### config.mk
export PLATFORM = sky130hd
export DESIGN_NAME = imem_loader_flat
export DESIGN_NICKNAME = d
export VERILOG_FILES = /design/src/rtl/imem_loader_pkg.sv /design/src/rtl/imem_loader_if.sv /design/src/rtl/imem_loader_word_packer.sv /design/src/rtl/imem_loader.sv /design/src/flat_wrapper.sv
export SDC_FILE = /design/constraint.sdc
export NUM_CORES = 1
export LEC_CHECK = 0
export CORE_MARGIN = 3
export CORE_UTILIZATION = 45
export CTS_CLUSTER_DIAMETER = 150
export CTS_CLUSTER_SIZE = 10
export DETAILED_ROUTE_END_ITERATION = 7
export GPL_ROUTABILITY_DRIVEN = 0
export PLACE_DENSITY = 0.68
export SYNTH_ARGS = -nofsm -noshare
export SYNTH_HDL_FRONTEND = slang
export SYNTH_SLANG_ARGS = --single-unit
### constraint.sdc
create_clock -name clk -period 5.1 [get_ports clk]
set_input_delay 0.51 -clock clk [delete_from_list [all_inputs] [get_ports clk]]
set_output_delay 0.51 -clock clk [all_outputs]
set_load 0.005 [all_outputs]
### src/rtl/imem_loader_pkg.sv
// Shared definitions for the instruction-memory loader and the processor top:
// loader FSM states, stream byte width and instruction/address widths.
package imem_loader_pkg;

    localparam int LOADER_BYTE_W = 8;
    localparam int INSTR_W       = 32;
    localparam int IMEM_ADDR_W   = 8;

    typedef enum logic [2:0] {
        ST_IDLE  = 3'd0,
        ST_HDR   = 3'd1,
        ST_DATA  = 3'd2,
        ST_WRITE = 3'd3,
        ST_CHK   = 3'd4,
        ST_DONE  = 3'd5,
        ST_ERR   = 3'd6
    } loader_state_e;

endpackage

### src/rtl/imem_loader_if.sv
// Byte-stream handshake plus instruction-SRAM write port of the loader.
// master: the loader (consumes the stream, drives the SRAM write port).
// slave:  the environment (byte source and instruction memory).
interface imem_loader_if
    import imem_loader_pkg::*;
#(
    parameter int W = INSTR_W,
    parameter int N = IMEM_ADDR_W
);
    logic [LOADER_BYTE_W-1:0] byte_i;
    logic                     byte_valid;
    logic                     byte_ready;
    logic [N-1:0]             mem_addr;
    logic [W-1:0]             mem_data;
    logic                     mem_cs;
    logic                     mem_we;

    modport master (
        input  byte_i, byte_valid,
        output byte_ready, mem_addr, mem_data, mem_cs, mem_we
    );

    modport slave (
        output byte_i, byte_valid,
        input  byte_ready, mem_addr, mem_data, mem_cs, mem_we
    );
endinterface

### src/rtl/imem_loader_word_packer.sv
// Assembles stream bytes (MSB first) into instruction words and keeps the
// running XOR of every data byte. word_full flags that the byte now being
// accepted is the last one of the current word.
module imem_loader_word_packer
    import imem_loader_pkg::*;
#(
    parameter int W = INSTR_W
) (
    input  logic                     clk,
    input  logic                     reset,
    input  logic                     clear,
    input  logic                     accept,
    input  logic [LOADER_BYTE_W-1:0] byte_i,
    output logic [W-1:0]             word_nxt,
    output logic [LOADER_BYTE_W-1:0] acc,
    output logic                     word_full
);
    localparam int BPW   = W / LOADER_BYTE_W;
    localparam int CNT_W = (BPW > 1) ? $clog2(BPW) : 1;
    localparam logic [CNT_W-1:0] CNT_LAST = CNT_W'(BPW - 1);

    logic [W-1:0]             word_r;
    logic [CNT_W-1:0]         cnt_r;
    logic [LOADER_BYTE_W-1:0] acc_r;

    // Word value after shifting in the current byte; the top commits it on the last byte.
    always_comb begin
        word_nxt = (word_r << LOADER_BYTE_W) | W'(byte_i);
    end

    assign acc       = acc_r;
    assign word_full = (cnt_r == CNT_LAST);

    // Shift register, byte counter and checksum accumulator.
    always_ff @(posedge clk) begin
        if (reset || clear) begin
            word_r <= '0;
            cnt_r  <= '0;
            acc_r  <= '0;
        end else if (accept) begin
            word_r <= word_nxt;
            acc_r  <= acc_r ^ byte_i;
            cnt_r  <= (cnt_r == CNT_LAST) ? '0 : cnt_r + CNT_W'(1);
        end
    end

endmodule

### src/rtl/imem_loader.sv
// Byte-stream program loader: header, data words, XOR checksum. Writes each
// assembled word into the instruction SRAM and keeps the CPU in reset until
// a complete image has been loaded with a matching checksum.
module imem_loader
    import imem_loader_pkg::*;
#(
    parameter int W = INSTR_W,
    parameter int N = IMEM_ADDR_W
) (
    input  logic          clk,
    input  logic          reset,
    input  logic          start,
    imem_loader_if.master bus,
    output logic          cpu_reset,
    output logic          busy,
    output logic          done,
    output logic          err
);
    loader_state_e            state_r;
    loader_state_e            nxt_s;
    logic [N-1:0]             addr_r;
    logic [N-1:0]             last_r;
    logic [N-1:0]             mem_addr_r;
    logic [W-1:0]             mem_data_r;
    logic [W-1:0]             word_nxt_s;
    logic [LOADER_BYTE_W-1:0] acc_s;
    logic                     word_full_s;
    logic                     accept_s;
    logic                     data_accept_s;
    logic                     start_go_s;
    logic                     byte_ready_r;
    logic                     mem_cs_r;
    logic                     mem_we_r;
    logic                     cpu_reset_r;
    logic                     busy_r;
    logic                     done_r;
    logic                     err_r;

    assign accept_s      = bus.byte_valid && byte_ready_r;
    assign data_accept_s = accept_s && (state_r == ST_DATA);
    assign start_go_s    = start && ((state_r == ST_IDLE) || (state_r == ST_DONE) || (state_r == ST_ERR));

    imem_loader_word_packer #(.W(W)) u_packer (
        .clk       (clk),
        .reset     (reset),
        .clear     (start_go_s),
        .accept    (data_accept_s),
        .byte_i    (bus.byte_i),
        .word_nxt  (word_nxt_s),
        .acc       (acc_s),
        .word_full (word_full_s)
    );

    // Next-state decision for the load sequence.
    always_comb begin
        nxt_s = state_r;
        case (state_r)
            ST_IDLE, ST_DONE, ST_ERR: begin
                if (start) nxt_s = ST_HDR;
                else       nxt_s = state_r;
            end
            ST_HDR: begin
                if (accept_s) nxt_s = ST_DATA;
                else          nxt_s = ST_HDR;
            end
            ST_DATA: begin
                if (accept_s && word_full_s) nxt_s = ST_WRITE;
                else                         nxt_s = ST_DATA;
            end
            ST_WRITE: begin
                if (addr_r == last_r) nxt_s = ST_CHK;
                else                  nxt_s = ST_DATA;
            end
            ST_CHK: begin
                if (accept_s) nxt_s = (bus.byte_i == acc_s) ? ST_DONE : ST_ERR;
                else          nxt_s = ST_CHK;
            end
            default: nxt_s = ST_IDLE;
        endcase
    end

    // State, word address, committed write port and outputs registered from the next state.
    always_ff @(posedge clk) begin
        if (reset) begin
            state_r      <= ST_IDLE;
            addr_r       <= '0;
            last_r       <= '0;
            mem_addr_r   <= '0;
            mem_data_r   <= '0;
            byte_ready_r <= 1'b0;
            mem_cs_r     <= 1'b0;
            mem_we_r     <= 1'b0;
            cpu_reset_r  <= 1'b1;
            busy_r       <= 1'b0;
            done_r       <= 1'b0;
            err_r        <= 1'b0;
        end else begin
            state_r <= nxt_s;
            if (start_go_s) begin
                addr_r <= '0;
            end else if ((state_r == ST_WRITE) && (addr_r != last_r)) begin
                addr_r <= addr_r + N'(1);
            end
            if ((state_r == ST_HDR) && accept_s) begin
                last_r <= N'(bus.byte_i);
            end
            if ((state_r == ST_DATA) && (nxt_s == ST_WRITE)) begin
                mem_addr_r <= addr_r;
                mem_data_r <= word_nxt_s;
            end
            byte_ready_r <= (nxt_s == ST_HDR) || (nxt_s == ST_DATA) || (nxt_s == ST_CHK);
            busy_r       <= (nxt_s == ST_HDR) || (nxt_s == ST_DATA) || (nxt_s == ST_CHK) || (nxt_s == ST_WRITE);
            mem_cs_r     <= (nxt_s == ST_WRITE);
            mem_we_r     <= (nxt_s == ST_WRITE);
            cpu_reset_r  <= (nxt_s != ST_DONE);
            done_r       <= (nxt_s == ST_DONE);
            err_r        <= (nxt_s == ST_ERR);
        end
    end

    assign bus.byte_ready = byte_ready_r;
    assign bus.mem_addr   = mem_addr_r;
    assign bus.mem_data   = mem_data_r;
    assign bus.mem_cs     = mem_cs_r;
    assign bus.mem_we     = mem_we_r;
    assign cpu_reset      = cpu_reset_r;
    assign busy           = busy_r;
    assign done           = done_r;
    assign err            = err_r;

endmodule

### src/flat_wrapper.sv
// flat-port wrapper written by rule: the top's interface ports become plain ports
module imem_loader_flat import imem_loader_pkg::*;
#(
    parameter int W = INSTR_W,
    parameter int N = IMEM_ADDR_W
)
  (clk, reset, start, cpu_reset, busy, done, err, bus_byte_i, bus_byte_valid, bus_byte_ready, bus_mem_addr, bus_mem_data, bus_mem_cs, bus_mem_we);
  imem_loader_if #(.W(W), .N(N)) bus_i ();
  input  logic clk;
  input  logic reset;
  input  logic start;
  output logic cpu_reset;
  output logic busy;
  output logic done;
  output logic err;
  input wire logic [$bits(bus_i.byte_i)-1:0] bus_byte_i;
  input wire logic [$bits(bus_i.byte_valid)-1:0] bus_byte_valid;
  output wire logic [$bits(bus_i.byte_ready)-1:0] bus_byte_ready;
  output wire logic [$bits(bus_i.mem_addr)-1:0] bus_mem_addr;
  output wire logic [$bits(bus_i.mem_data)-1:0] bus_mem_data;
  output wire logic [$bits(bus_i.mem_cs)-1:0] bus_mem_cs;
  output wire logic [$bits(bus_i.mem_we)-1:0] bus_mem_we;
  assign bus_i.byte_i = bus_byte_i;
  assign bus_i.byte_valid = bus_byte_valid;
  assign bus_byte_ready = bus_i.byte_ready;
  assign bus_mem_addr = bus_i.mem_addr;
  assign bus_mem_data = bus_i.mem_data;
  assign bus_mem_cs = bus_i.mem_cs;
  assign bus_mem_we = bus_i.mem_we;
  imem_loader #(.W(W), .N(N)) u_core (.clk(clk), .reset(reset), .start(start), .bus(bus_i), .cpu_reset(cpu_reset), .busy(busy), .done(done), .err(err));
endmodule
# [Yosys cells after proc, flatten, opt, wreduce, memory -nomap -nowiden]
# Cells that the tools add are included.
[classes] eq_ne=17 bitwise=2 addsub=2 n_reduce_logical=16 muxes=8
[op_table] operator="32-bit by 8-bit bitwise OR with 32-bit output" count=1
[op_table] operator="3-bit == test, second input constant" count=6
[op_table] operator="8-bit == test" count=2
[op_table] operator="3-bit case mux with 5 select lines" count=1
[op_table] operator="3-bit by 2-bit == test with 1-bit output, second input constant" count=4
[op_table] operator="3-bit 2-to-1 mux" count=3
[op_table] operator="8-bit by 1-bit adder with 8-bit output, second input constant" count=1
[op_table] operator="8-bit != test" count=1
[op_table] operator="8-bit XOR" count=1
[op_table] operator="1-bit logical AND" count=7
[op_table] operator="3-bit by 1-bit == test with 1-bit output, second input constant" count=2
[op_table] operator="1-bit logical OR" count=6
[op_table] operator="2-bit 2-to-1 mux" count=3
[op_table] operator="3-bit logical NOT" count=1
[op_table] operator="3-bit != test, second input constant" count=1
[op_table] operator="3-bit OR reduction" count=1
[op_table] operator="2-bit by 1-bit adder with 2-bit output, second input constant" count=1
[op_table] operator="2-bit == test, second input constant" count=1
[op_table] operator="2-bit OR reduction" count=1
[op_table] operator="1-bit 2-to-1 mux" count=1
[totals] word_cells=59 out_inout_bits=47 input_bits=12 reg_bits=99

# [Logic depth before layout (Yosys ltp)]
[depth] ltp_word=8 ltp_mapped=8

# [Cells and area by module]
# A second synthesis with hierarchy kept.
[unflattened] cells_unflattened=463 hier_area_um2=4274.1
[modules_own_cells] module="imem_loader" n_inst=1 area_per_inst_um2=2892.8 cells_per_inst=333 seq_area_each_um2=1301.2
[modules_own_cells] module="imem_loader_word_packer" n_inst=1 area_per_inst_um2=1381.3 cells_per_inst=130 seq_area_each_um2=680.7

# [Worst setup path after synthesis]
# No wires, ideal clock.
[synth_path] path_type="reg2reg" start="register u_core.state_r[1]" end="register u_core.byte_ready_r (netlist: u_core.bus.byte_ready)" synth_period_minus_slack_ps=1838 slack_ps=3262 arrival_time_ps=1701 n_path_buf=1 path_stages_with_launch=8 path_cell_list="dfxtp_1 -> clkbuf_8 -> or4b_2 -> o21ai_0 -> o21bai_1 -> nor2_1 -> a41oi_1 -> o211ai_1"
[synth_between] elab_chain_cells=6 word_cells_on_any_way=15 classes_between="eq/ne: 9; mux: 2; reduce/logical: 4"
[synth_rtl] element="start, declared" line_no="imem_loader.sv:19" rtl="loader_state_e state_r;"
[synth_rtl] element="start signal, assigned" line_no="imem_loader.sv:98" rtl="state_r <= nxt_s;"
[synth_rtl] element="3-bit == test / 3-bit logical NOT (equally long branches)" line_no="imem_loader.sv:57" rtl="case (state_r)"
[synth_rtl] element="3-bit OR reduction" line_no="imem_loader.sv:57"
[synth_rtl] element="3-bit case mux with 5 select lines (*)" line_no="imem_loader.sv:57"
[synth_rtl] element="3-bit by 1-bit == test with 1-bit output / 3-bit by 2-bit == test with 1-bit output (equally long branches)" line_no="imem_loader.sv:111" rtl="byte_ready_r <= (nxt_s == ST_HDR) || (nxt_s == ST_DATA) || (nxt_s == ST_CHK);"
[synth_rtl] element="1-bit logical OR" line_no="imem_loader.sv:111"
[synth_rtl] element="1-bit logical OR (*)" line_no="imem_loader.sv:111"
[synth_rtl] element="end signal, assigned" line_no="imem_loader.sv:111"
[synth_rtl] element="end, declared" line_no="imem_loader.sv:31" rtl="logic byte_ready_r;"
# Mark *: on every way between the ends. The rest lies on a longest branch, timed or not.
# A chain may end at the register's enable or synchronous reset.

# [Worst setup path after layout]
[layout_path] start="input port bus_byte_valid" end="register u_core.mem_data_r[11] (netlist: u_core.bus.mem_data[11])"
[layout_between] elab_chain_cells=6 word_cells_on_any_way=8 classes_between="eq/ne: 1; mux: 4; reduce/logical: 3"
[layout_rtl] element="start, declared" line_no="flat_wrapper.sv:17" rtl="input wire logic [$bits(bus_i.byte_valid)-1:0] bus_byte_valid;"
[layout_rtl] element="1-bit logical AND (*)" line_no="imem_loader.sv:39" rtl="assign accept_s = bus.byte_valid && byte_ready_r;"
[layout_rtl] element="1-bit logical AND" line_no="imem_loader.sv:67" rtl="if (accept_s && word_full_s) nxt_s = ST_WRITE;"
[layout_rtl] element="1-bit 2-to-1 mux" line_no="imem_loader.sv:67"
[layout_rtl] element="3-bit case mux with 5 select lines (*)" line_no="imem_loader.sv:57"
[layout_rtl] element="3-bit by 2-bit == test with 1-bit output (*)" line_no="imem_loader.sv:107" rtl="if ((state_r == ST_DATA) && (nxt_s == ST_WRITE)) begin"
[layout_rtl] element="1-bit logical AND (*)" line_no="imem_loader.sv:107"
[layout_rtl] element="end signal, assigned" line_no="imem_loader.sv:109" rtl="mem_data_r <= word_nxt_s;"
[layout_rtl] element="end, declared" line_no="imem_loader.sv:24" rtl="logic [W-1:0] mem_data_r;"
# Marks and branches as above.

==> implementation parameters <==
Parameter                              Value

Run status
  Result of the run ... completed

Global route
  Wire length of the first global-routing pass ... 14,000 microns
  Global-route congestion overflow total ... 0
  Vias in the first global route ... 3,014
  Total GRT Usage ... 0.176
  Pin count of the biggest net entering global routing ... 54
  Initial antenna violation count ... 0

Layout
  Number of inserted filler cells in the final layout ... roughly 790
  Area taken by flip-flops and latches ... a little under 2000 sq um
  Combined area of the multi-input logic cells ... about 1700 sq um
  Area overhead of the layout relative to synthesis ... 20.9%
  Nets ... 520
  Highest-count cells in the layout ignoring fill and taps ... sky130_fd_sc_hd__nand2_1, sky130_fd_sc_hd__dfxtp_1, sky130_fd_sc_hd__a21oi_1
  Number of antenna repair diodes ... 0
  Core utilization of the finished layout ... 0.565
  Most common library cell in the layout ignoring fill and taps ... sky130_fd_sc_hd__nand2_1
  Share of cells above drive strength 1 ... 0.0587

Critical path
  Critical path arrival ... 2.65 ns
  Crit start category ... input port
  Worst-path fanout max ... 27
  Crit. End Element ... register
  Crit path required time ... 5.40 ns
  Category of the critical setup timing path ... input port to register

Placement
  Quantity of I/O buffers inserted on ports ... 58
  Pre-CTS setup slack ... roughly 2.3 ns
  HPWL after DPL ... 5670 microns

Floorplanning
  DIE AREA ... 9730 sq um
  Die outline width ... 98.6 microns
  Placeable Area ... 8260 sq um
  Starting utilization of the core area ... 0.468
  Die boundary height ... between 90 and 100 microns
  Number of core rows ... 33
  Ports placed on the boundary ... 59

Power
  VDD IR max ... 0.157 mV
  Leakage power of the design ... 1.61 nW
  Power density normalized to cell area ... 293 nW/um^2

Logic synthesis
  Cell area after synthesis ... around 3900 sq um
  Number of enable-type register cells in the synthesized netlist ... 0
  Net Count, Synth ... 474
  Async set-reset flop share out of synthesis ... 0
  Yosys warns ... 0
  Most common flop cell mapped by yosys ... sky130_fd_sc_hd__dfxtp_1
  Number of synthesized register bits ... 99
  Synthesized area per cell ... 8.40 sq um
  Sequential fraction of the synthesis area ... 0.513
  Gate count after technology mapping ... 460
  Distinct cell type count of the synthesized netlist ... 40

Timing
  Aggregate negative setup slack ... 0 ns
  Transition time of the tightest slew-check pin ... ~0.96 ns
  RSZ-0062 raised after global routing ... no
  Final worst path period share ... 0.461
  Min Clock Period, post-route ... 2.35 ns
  Fmax ... between 400 and 500 MHz
  Headroom to the max-slew limit ... 0.363
  Final setup viols ... 0
  Worst clock skew on the final layout ... around 0.011 ns
  Final setup margin ... 2.75 ns
  Worst-case hold slack ... 0.459 ns
  Final Max Slew Viols ... 0
  Final hold vios ... 0

Clock tree
  Insertion delay of the later-clocked pin in the worst-skew pair ... 0.36 ns
  Clock slew seen by the registers of the worst setup and hold paths ... 0.10 ns
  Clock tree from TritonCTS ... done
  Num CTS Buffers ... 9
  Post-cts gate resize count ... 0
  Cts hold-fix bufs ... 0
  CTS sink count ... just under 100
  H-tree lvl count ... 3
  Post-CTS setup buffer count ... 0
  Cell at the root of the clock tree ... sky130_fd_sc_hd__clkbuf_8
  Maximum buffer depth of the clock tree ... 2

Job
  Number of maximum-capacitance constraint violations ... 0

Routing
  1st-iter DRT viols ... between 100 and 150
  Residual antenna-violating net count after detailed routing ... 0
  Wirelength, routed ... between 8000 and 9000 microns
  Vias ... between 3,000 and 4,000
  Total DRC errors in the routed layout ... 0
  Wire length per cell ... 13.1 microns
  Via density per instance ... 5.06
  Pre-Repair DR Iteration Count ... 4

Hold path
  Tightest Hold Check Type ... register to register
-- power by group --
group,total (W),switching (W),internal (W)
clock network,0.000518,0.000284,0.000234
logic,0.0000677,0.0000394,0.0000282
registers,0.000783,0.00000546,0.000778
total,0.00137,0.000328,0.00104
-- synth_stat cells, types with 2 or more instances --
master	n	area share
sky130_fd_sc_hd__clkbuf_1	21	0.020
sky130_fd_sc_hd__dfxtp_1	99	0.51
sky130_fd_sc_hd__buf_1	2	0.0019
sky130_fd_sc_hd__nor3_1	7	0.0091
sky130_fd_sc_hd__xor2_1	22	0.050
sky130_fd_sc_hd__nand3b_1	2	0.0039
sky130_fd_sc_hd__and3_1	2	0.0032
sky130_fd_sc_hd__inv_1	2	0.0019
sky130_fd_sc_hd__nor2_1	34	0.033
sky130_fd_sc_hd__nand2_1	140	0.14
sky130_fd_sc_hd__nand2b_1	3	0.0049
sky130_fd_sc_hd__xnor2_1	9	0.020
sky130_fd_sc_hd__ha_1	2	0.0065
sky130_fd_sc_hd__clkbuf_8	3	0.011
sky130_fd_sc_hd__mux2i_1	11	0.029
sky130_fd_sc_hd__o21ai_0	4	0.0052
sky130_fd_sc_hd__a21oi_1	69	0.089
sky130_fd_sc_hd__nand4_1	6	0.0097
-- flip-flops by register name, indices dropped and copies added (netlist names) --
signal                  count
u_core.bus.mem_addr         8
u_core.u_packer.word_r     24
u_core.busy                 1
u_core.last_r               8
u_core.bus.mem_data        32
u_core.state_r              3
u_core.addr_r               8
u_core.u_packer.acc         8
u_core.err                  1
u_core.cpu_reset            1
u_core.done                 1
u_core.u_packer.cnt_r       2
u_core.bus.byte_ready       1
u_core.bus.mem_cs           1
-- critical path, cell delays in order --
cell                              delay [ns]
sky130_fd_sc_hd__clkdlybuf4s50_1        0.48
sky130_fd_sc_hd__nand2_1                0.11
sky130_fd_sc_hd__nor3_2                 0.16
sky130_fd_sc_hd__buf_4                  0.30
sky130_fd_sc_hd__and2_1                 0.50
sky130_fd_sc_hd__buf_4                  0.35
sky130_fd_sc_hd__nand2_1                0.11
sky130_fd_sc_hd__a21oi_1                0.12
-- metal layers --
| metal | vias up | GRT usage | wire length, microns |
|---|---|---|---|
| li1 | 1600 | - | - |
| met1 | 1443 | 0.248 | 3990 |
| met2 | 62 | 0.269 | 3620 |
| met3 | 11 | 0.0262 | 294 |
| met4 | 0 | 0.0725 | 155 |
| met5 | - | 0 | 0 |
-- metrics by stage --
stage	area [sq um]	power, W	std cells
detailed placement	4460	0.000869	600
global route	4670	0.00142	616
CTS	4670	0.00138	616
global placement	4460	0.000868	600
finish	4670	0.00137	616
floorplan	3860	0.000843	460
-- path summary, 6_finish.rpt --
kind                                   startpoint                                    to  slack [ns]  depth (start not counted)
max                                bus_byte_valid  u_core.bus.mem_data[11]$_SDFFE_PP0P_        2.75                          8
min reg2reg  u_core.bus.mem_data[29]$_SDFFE_PP0P_  u_core.bus.mem_data[29]$_SDFFE_PP0P_        0.46                          2
min          u_core.bus.mem_data[29]$_SDFFE_PP0P_  u_core.bus.mem_data[29]$_SDFFE_PP0P_        0.46                          2
max reg2reg          u_core.state_r[1]$_SDFF_PP0_  u_core.bus.mem_data[11]$_SDFFE_PP0P_        2.89                          7
-- logic make-up (layout without fill, tap and decap cells) --
kind of cell,Yosys count,in the layout,synth area share
XOR/XNOR,31,31,0.0703
adder cells (fa/ha/maj),2,2,0.00648
flip-flops,99,99,0.513
AND/OR/NAND/NOR,207,207,0.232
buffers and inverters,30,81,0.0398
multiplexers,11,11,0.0285
AO/OA/AOI/OAI,80,80,0.109
-- layout make-up --
cell class,count,share of cell area
clock buffer,9,0.0265
clock inverter,7,0.0182
inverter,2,0.00161
timing repair buffer,63,0.131
tap,105,0.0281
multi-input combinational,331,0.370
sequential,99,0.424
Power figures use the tool's default switching activity.
